$ cat src/rtl/if_pc_select_if.sv
// Fetch-stage PC-select bundle: branch controls and targets toward the PC stage,
// selected next PC, taken flag and registered PC back out.
interface if_pc_select_if #(
  parameter int unsigned AW = 16
);
  logic [1:0]    BS;
  logic          PS;
  logic          Z;
  logic [AW-1:0] BrA;
  logic [AW-1:0] RAA;
  logic [AW-1:0] PC1;
  logic          stall;
  logic [AW-1:0] next_pc;
  logic          taken;
  logic [AW-1:0] PC;

  modport master (
    output BS, PS, Z, BrA, RAA, PC1, stall,
    input  next_pc, taken, PC
  );

  modport slave (
    input  BS, PS, Z, BrA, RAA, PC1, stall,
    output next_pc, taken, PC
  );
endinterface

$ cat src/rtl/if_pc_select.sv
// Instruction-fetch PC stage: picks PC+1 / branch / register jump / jump and registers it.
// Optional taken-branch counter enabled by defining IF_BRANCH_COUNT_EN.
module if_pc_select #(
  parameter int unsigned   AW       = 16,
  parameter logic [AW-1:0] RESET_PC = '0
) (
  input  logic            clk,
  input  logic            rst,
  if_pc_select_if.slave   bus
`ifdef IF_BRANCH_COUNT_EN
  ,
  output logic [15:0]     taken_cnt
`endif
);

  logic          w_cond;
  logic [AW-1:0] w_next_pc;
  logic          w_taken;
  logic [AW-1:0] r_pc;

  assign w_cond = bus.Z ^ bus.PS;

  // Unknown or 00 selects fall through to the sequential address.
  always_comb begin
    w_next_pc = bus.PC1;
    w_taken   = 1'b0;
    case (bus.BS)
      2'b01: begin
        if (w_cond) begin
          w_next_pc = bus.BrA;
          w_taken   = 1'b1;
        end
      end
      2'b10: begin
        w_next_pc = bus.RAA;
        w_taken   = 1'b1;
      end
      2'b11: begin
        w_next_pc = bus.BrA;
        w_taken   = 1'b1;
      end
      default: begin
        w_next_pc = bus.PC1;
        w_taken   = 1'b0;
      end
    endcase
  end

  always_ff @(posedge clk or posedge rst) begin
    if (rst) begin
      r_pc <= RESET_PC;
    end else if (!bus.stall) begin
      r_pc <= w_next_pc;
    end
  end

  assign bus.next_pc = w_next_pc;
  assign bus.taken   = w_taken;
  assign bus.PC      = r_pc;

`ifdef IF_BRANCH_COUNT_EN
  logic [15:0] r_taken_cnt;

  always_ff @(posedge clk or posedge rst) begin
    if (rst) begin
      r_taken_cnt <= '0;
    end else if (!bus.stall && w_taken && (r_taken_cnt != '1)) begin
      r_taken_cnt <= r_taken_cnt + 16'd1;
    end
  end

  assign taken_cnt = r_taken_cnt;
`endif

endmodule

$ cat src/flat_wrapper.sv
// flat-port wrapper written by rule: the top's interface ports become plain ports
module if_pc_select_flat 
#(
  parameter int unsigned   AW       = 16,
  parameter logic [AW-1:0] RESET_PC = '0
)
  (clk, rst, bus_BS, bus_PS, bus_Z, bus_BrA, bus_RAA, bus_PC1, bus_stall, bus_next_pc, bus_taken, bus_PC);
  if_pc_select_if #(.AW(AW)) bus_i ();
  input  logic clk;
  input  logic rst;
  input wire logic [$bits(bus_i.BS)-1:0] bus_BS;
  input wire logic [$bits(bus_i.PS)-1:0] bus_PS;
  input wire logic [$bits(bus_i.Z)-1:0] bus_Z;
  input wire logic [$bits(bus_i.BrA)-1:0] bus_BrA;
  input wire logic [$bits(bus_i.RAA)-1:0] bus_RAA;
  input wire logic [$bits(bus_i.PC1)-1:0] bus_PC1;
  input wire logic [$bits(bus_i.stall)-1:0] bus_stall;
  output wire logic [$bits(bus_i.next_pc)-1:0] bus_next_pc;
  output wire logic [$bits(bus_i.taken)-1:0] bus_taken;
  output wire logic [$bits(bus_i.PC)-1:0] bus_PC;
  assign bus_i.BS = bus_BS;
  assign bus_i.PS = bus_PS;
  assign bus_i.Z = bus_Z;
  assign bus_i.BrA = bus_BrA;
  assign bus_i.RAA = bus_RAA;
  assign bus_i.PC1 = bus_PC1;
  assign bus_i.stall = bus_stall;
  assign bus_next_pc = bus_i.next_pc;
  assign bus_taken = bus_i.taken;
  assign bus_PC = bus_i.PC;
  if_pc_select #(.AW(AW), .RESET_PC(RESET_PC)) u_core (.clk(clk), .rst(rst), .bus(bus_i));
endmodule
$ cat config.mk
export PLATFORM = sky130hd
export DESIGN_NAME = if_pc_select_flat
export DESIGN_NICKNAME = d
export VERILOG_FILES = /design/src/rtl/if_pc_select_if.sv /design/src/rtl/if_pc_select.sv /design/src/flat_wrapper.sv
export SDC_FILE = /design/constraint.sdc
export NUM_CORES = 1
export LEC_CHECK = 0
export ABC_AREA = 1
export BUFFER_PORTS_ARGS = -buffer_cell sky130_fd_sc_hd__buf_2
export CAP_MARGIN = 20
export CORE_ASPECT_RATIO = 0.6
export CORE_MARGIN = 2
export CORE_UTILIZATION = 39
export DETAILED_ROUTE_END_ITERATION = 8
export PLACE_DENSITY = 0.77
export SETUP_SLACK_MARGIN = 0.3
export SKIP_CTS_REPAIR_TIMING = 1
export SLEW_MARGIN = 5
export SYNTH_ARGS = -nofsm -noshare
export SYNTH_HDL_FRONTEND = slang
export SYNTH_SLANG_ARGS = --single-unit
$ cat constraint.sdc
create_clock -name clk -period 1.05 [get_ports clk]
set_input_delay 0.21 -clock clk [delete_from_list [all_inputs] [get_ports clk]]
set_output_delay 0.21 -clock clk [all_outputs]
set_load 0.05 [all_outputs]
==> results.sh, run 1 <==
export IMPL_worst_endpoint_kind="top-level output"
export IMPL_per_instance_average_area_after_synthesis_um2=5.65
export IMPL_synthesis_yosys_warnings=0
export IMPL_syn_inst=250
export IMPL_rd_place_congestion=0.833
export IMPL_run_status="did not finish"
export IMPL_cts_htree_levels=1
export IMPL_tritoncts_num_buffers=3
export IMPL_clock_sinks=16
export IMPL_outcome_stop_stage="5_1_grt"
export IMPL_netlist_cell_type_count=13
export IMPL_syn_area_um2=1410
export IMPL_mappedNetlistNets=305
export IMPL_repair_timing_grt_worst_ep="bus_next_pc[1]"
export IMPL_rows=16
export IMPL_synth_area_top_cells="dfrtp_1 (28%), nand2_1 (23%), nand3_1 (23%)"
export IMPL_leading_area_contributor_after_synthesis="dfrtp_1"
export IMPL_yosysSeqAreaShare=0.284
export IMPL_synth_ff_latch_count=16
export IMPL_ctsLongestPathBuffers=2
export IMPL_boundary_pins=88
export IMPL_detailedPlacementHpwl_um=4300
export IMPL_root_buffer="clkbuf_8"
export IMPL_floorplan_die_width_um=81.7
export IMPL_post_synth_top_area_fraction=0.284
export IMPL_dieHeight_um=50.6
export IMPL_grt_start_max_net_pins=18
export IMPL_start_util=0.420
export IMPL_error_line="[ERROR DPL-0038] Utilization greater than 100%, impossible to legalize"
export IMPL_buffer_ports_inserted=87
==> Yosys cell counts <==
master / n
buf_2: 5
buf_4: 4
clkbuf_1: 3
dfrtp_1: 16
inv_1: 50
inv_2: 1
nand2_1: 87
nand2_2: 1
nand3_1: 65
nor2_2: 2
o21ai_0: 5
o21ai_1: 10
o21bai_1: 1
==> logic make-up after synthesis <==
logic type / count (synthesis) / share of synthesized area
simple gates: 155 / 0.475
buf+inv: 63 / 0.183
flops: 16 / 0.284
compound gates: 16 / 0.0585
==> stage by stage <==
stage	instances	setup WS, ns	hold WS (ns)	instance area, um^2	TNS (ns)
4_1_cts	409	-0.475	-0.0378	2660	-9.48
2_1_floorplan	250	-0.0603	0.124	1910	-1.14
3_5_place_dp	406	-0.470	0.219	2620	-13.19
3_3_place_gp	406	-0.421	0.218	2620	-12.24
==> run 2: changes to the inputs <==
--- a/config.mk
+++ b/config.mk
@@ -8,12 +8,10 @@
 export ABC_AREA = 1
 export BUFFER_PORTS_ARGS = -buffer_cell sky130_fd_sc_hd__buf_2
 export CAP_MARGIN = 20
-export CORE_ASPECT_RATIO = 0.6
-export CORE_MARGIN = 2
-export CORE_UTILIZATION = 39
+export CORE_AREA = 2 2 63 65
 export DETAILED_ROUTE_END_ITERATION = 8
-export PLACE_DENSITY = 0.77
-export SETUP_SLACK_MARGIN = 0.3
+export DIE_AREA = 0 0 65 67
+export PLACE_DENSITY_LB_ADDON = 0.15
 export SKIP_CTS_REPAIR_TIMING = 1
 export SLEW_MARGIN = 5
 export SYNTH_ARGS = -nofsm -noshare
==> constraint.sdc (replaced) <==
create_clock -name clk -period 1.4 [get_ports clk]
set_input_delay 0.28 -clock clk [delete_from_list [all_inputs] [get_ports clk]]
set_output_delay 0.28 -clock clk [all_outputs]
set_load 0.05 [all_outputs]
==> run 2 against run 1 <==
Net effect:
- the flow now finishes, with violations (negative setup slack)
- synthesized area did not move
- synthesized cell count did not move
==> results.sh, run 2 <==
export IMPL_layout_drive_gt1_share=0.499
export IMPL_intPower_w=0.00123
export IMPL_yosysSeqAreaShare=0.284
export IMPL_sw_pwr_w=0.000993
export IMPL_holdCritPathClass="primary input to asynchronous set/reset pin"
export IMPL_wire_length_per_cell_after_detailed_routing_um=12.6
export IMPL_rr_startpoint="u_core.bus.PC[2]"
export IMPL_setup_reg_to_reg_worst_slack_ns=0.77
export IMPL_route_vias_total=1995
export IMPL_wirelength_um=5250
export IMPL_grt_most_used_layer="met2"
export IMPL_syn_area_um2=1410
export IMPL_startpoint_type="primary input"
export IMPL_final_max_slew_violation_count=0
export IMPL_detailedRoute_firstIterationViolations=156
export IMPL_route_detailed_drc=0
export IMPL_post_synth_top_area_fraction=0.284
export IMPL_root_buffer="clkbuf_8"
export IMPL_critPathTopFamily="buffers and inverters"
export IMPL_critical_path_slowest_cell="clkbuf_16"
export IMPL_period_share=1.03
export IMPL_synth_cells_most_frequent="nand2_1 (87), nand3_1 (65), inv_1 (50)"
export IMPL_ctsLongestPathBuffers=2
export IMPL_rows=22
export IMPL_grt_start_max_net_pins=18
export IMPL_rsz0062_at_grt="yes"
export IMPL_critical_path_endpoint_type="primary output"
export IMPL_grt_met3_usage=0.0253
export IMPL_final_period_minus_worst_setup_slack_ns=1.44
export IMPL_largest_reg_flops=16
export IMPL_mostFrequentLayoutCells="nand2_1 (74), buf_2 (66), inv_1 (48)"
export IMPL_hold_viol_final=0
export IMPL_p_sw_frac=0.447
export IMPL_timing_rr_end="u_core.bus.PC[2]"
export IMPL_syn_inst=250
export IMPL_clock_skew_ns=0
export IMPL_final_setup_viol_count=7
export IMPL_drtPass1Iterations=4
export IMPL_gr_usage_met2=0.389
export IMPL_detail_route_vias_per_cell=4.81
export IMPL_grt_ovfl_total=0
export IMPL_syn_to_final_growth_pct=96.1
export IMPL_floorplan_die_width_um=65
export IMPL_sequential_cell_fraction_of_total_power=0.248
export IMPL_dieHeight_um=67
export IMPL_groute_layer_met1_usage=0.267
export IMPL_ant_diodes=0
export IMPL_nNetsFinal=424
export IMPL_maxClockFrequency_ghz=0.695
export IMPL_grt_usage=0.216
export IMPL_synth_edff_count=0
export IMPL_timing_worst_slew_pin_value_ns=0.574
export IMPL_mappedNetlistNets=305
export IMPL_worst_setup_path_type="primary input to primary output"
export IMPL_fp_coreArea_um2=3610
export IMPL_cts_tree="yes"
export IMPL_powerDensity_nw_per_um2=802
export IMPL_grt_first_pass_wirelength_um=7470
export IMPL_power_share_combinational=0.604
export IMPL_violated_checks="negative setup slack"
export IMPL_clk_insertion_delay_late_ns=0.24
export IMPL_timing_critical_path_cells="buf_8 -> inv_4 -> nand2_4 -> nand2_4 -> clkbuf_16 -> nand2_2 -> nand3_2 -> nand3_2 -> buf_8"
export IMPL_peakVddDrop_uv=328
export IMPL_final_common_cell="nand2_1"
export IMPL_tritoncts_num_buffers=3
export IMPL_setup_total_negative_slack_ns=-0.176
export IMPL_start_util=0.391
export IMPL_cp_data_required_time_ns=1.12
export IMPL_leading_area_contributor_after_synthesis="dfrtp_1"
export IMPL_detailedPlacementHpwl_um=3600
export IMPL_die_area_um2=4360
export IMPL_r2r_cells=2
export IMPL_fillCellCount=285
export IMPL_clock_sinks=16
export IMPL_critical_path_max_fanout=8
export IMPL_buffer_ports_inserted=87
export IMPL_cts_htree_levels=1
export IMPL_synthesis_yosys_warnings=0
export IMPL_cp_buffers_inverters=4
export IMPL_clock_power_share=0.148
export IMPL_run_status="complete, but fails checks"
export IMPL_post_route_worst_setup_slack_ns=-0.0393
export IMPL_boundary_pins=88
export IMPL_crit_path_max_incr_delay_ns=0.17
export IMPL_antenna_left=0
export IMPL_clkTransAtPathRegs_ns=0.06
export IMPL_cap_viol_max_count=0
export IMPL_ys_dominant_reg_cell="dfrtp_1"
export IMPL_arrival_time_of_the_worst_setup_path_ns=1.16
export IMPL_first_global_vias=1775
export IMPL_netlist_cell_type_count=13
export IMPL_rd_place_congestion=0.788
export IMPL_per_instance_average_area_after_synthesis_um2=5.65
export IMPL_initial_antenna_violation_count=0
export IMPL_maxSlewHeadroom=0.617
export IMPL_fin_worst_hold_slack_ns=0.0836
export IMPL_top_count_cell_post_synth="nand2_1"
export IMPL_synth_area_top_cells="dfrtp_1 (28%), nand2_1 (23%), nand3_1 (23%)"
export IMPL_share_of_flip_flops_with_an_asynchronous_set_or_reset=1.00
export IMPL_synth_ff_latch_count=16
export IMPL_leakage_nw=1.58
-- run 2: area by class of cell --
type	count	area, um^2	share of cell area
Timing Repair Buffer	126	987	0.357
Tap cell	48	60.1	0.0217
Sequential cell	16	400	0.145
Inverter	51	201	0.0728
Multi-Input combinational cell	171	1080	0.389
Clock buffer	3	41.3	0.0149
-- run 2: how the worst max path moves through the flow --
stage | slack (ns) | depth (start not counted) | startpoint | to
finish | -0.04 | 9 | bus_Z | bus_next_pc[10]
global route | -0.08 | 9 | bus_Z | bus_next_pc[15]
CTS | -0.16 | 9 | bus_Z | bus_next_pc[3]
detailed placement | -0.16 | 9 | bus_Z | bus_next_pc[3]
global placement | -0.12 | 7 | bus_BS[1] | bus_next_pc[10]
floorplan | -0.11 | 4 | bus_Z | bus_taken
-- run 2: stage by stage --
step                cell area [um^2]  worst slack (ns)  power (W)  std cells   util
detailed placement              2210            -0.157    0.00162        401  0.614
floorplan                       1560            -0.106    0.00128        250      -
finish                          2770           -0.0393    0.00222        415  0.768
CTS                             2260            -0.158    0.00195        404  0.626
global route                    2770           -0.0815    0.00235        415  0.768
global placement                2210            -0.125    0.00161        401  0.614
-- run 2: kinds of logic after synthesis --
| group | share of synthesized area |
|---|---|
| and+or+nand+nor | 0.475 |
| buffers and inverters | 0.183 |
| AOI/OAI and AO/OA | 0.0585 |
| DFF | 0.284 |
-- run 2: layer usage --
| layer | vias to the layer above | wire (um) |
|---|---|---|
| met5 | - | 0 |
| met4 | 0 | 21 |
| met3 | 2 | 331 |
| met2 | 78 | 2820 |
| met1 | 902 | 2070 |
| li1 | 1013 | - |
-- run 2: power groups by stage --
stage / clock, W / combinational [W] / sequential, W
after detailed placement: 0 / 0.00106 / 0.000557
after global placement: 0 / 0.00106 / 0.000555
after CTS: 0.000339 / 0.00107 / 0.000550
after global routing: 0.000362 / 0.00143 / 0.000557
after floorplan: 0 / 0.000516 / 0.000768
final: 0.000328 / 0.00134 / 0.000550
(Power assumes the default switching activity.)
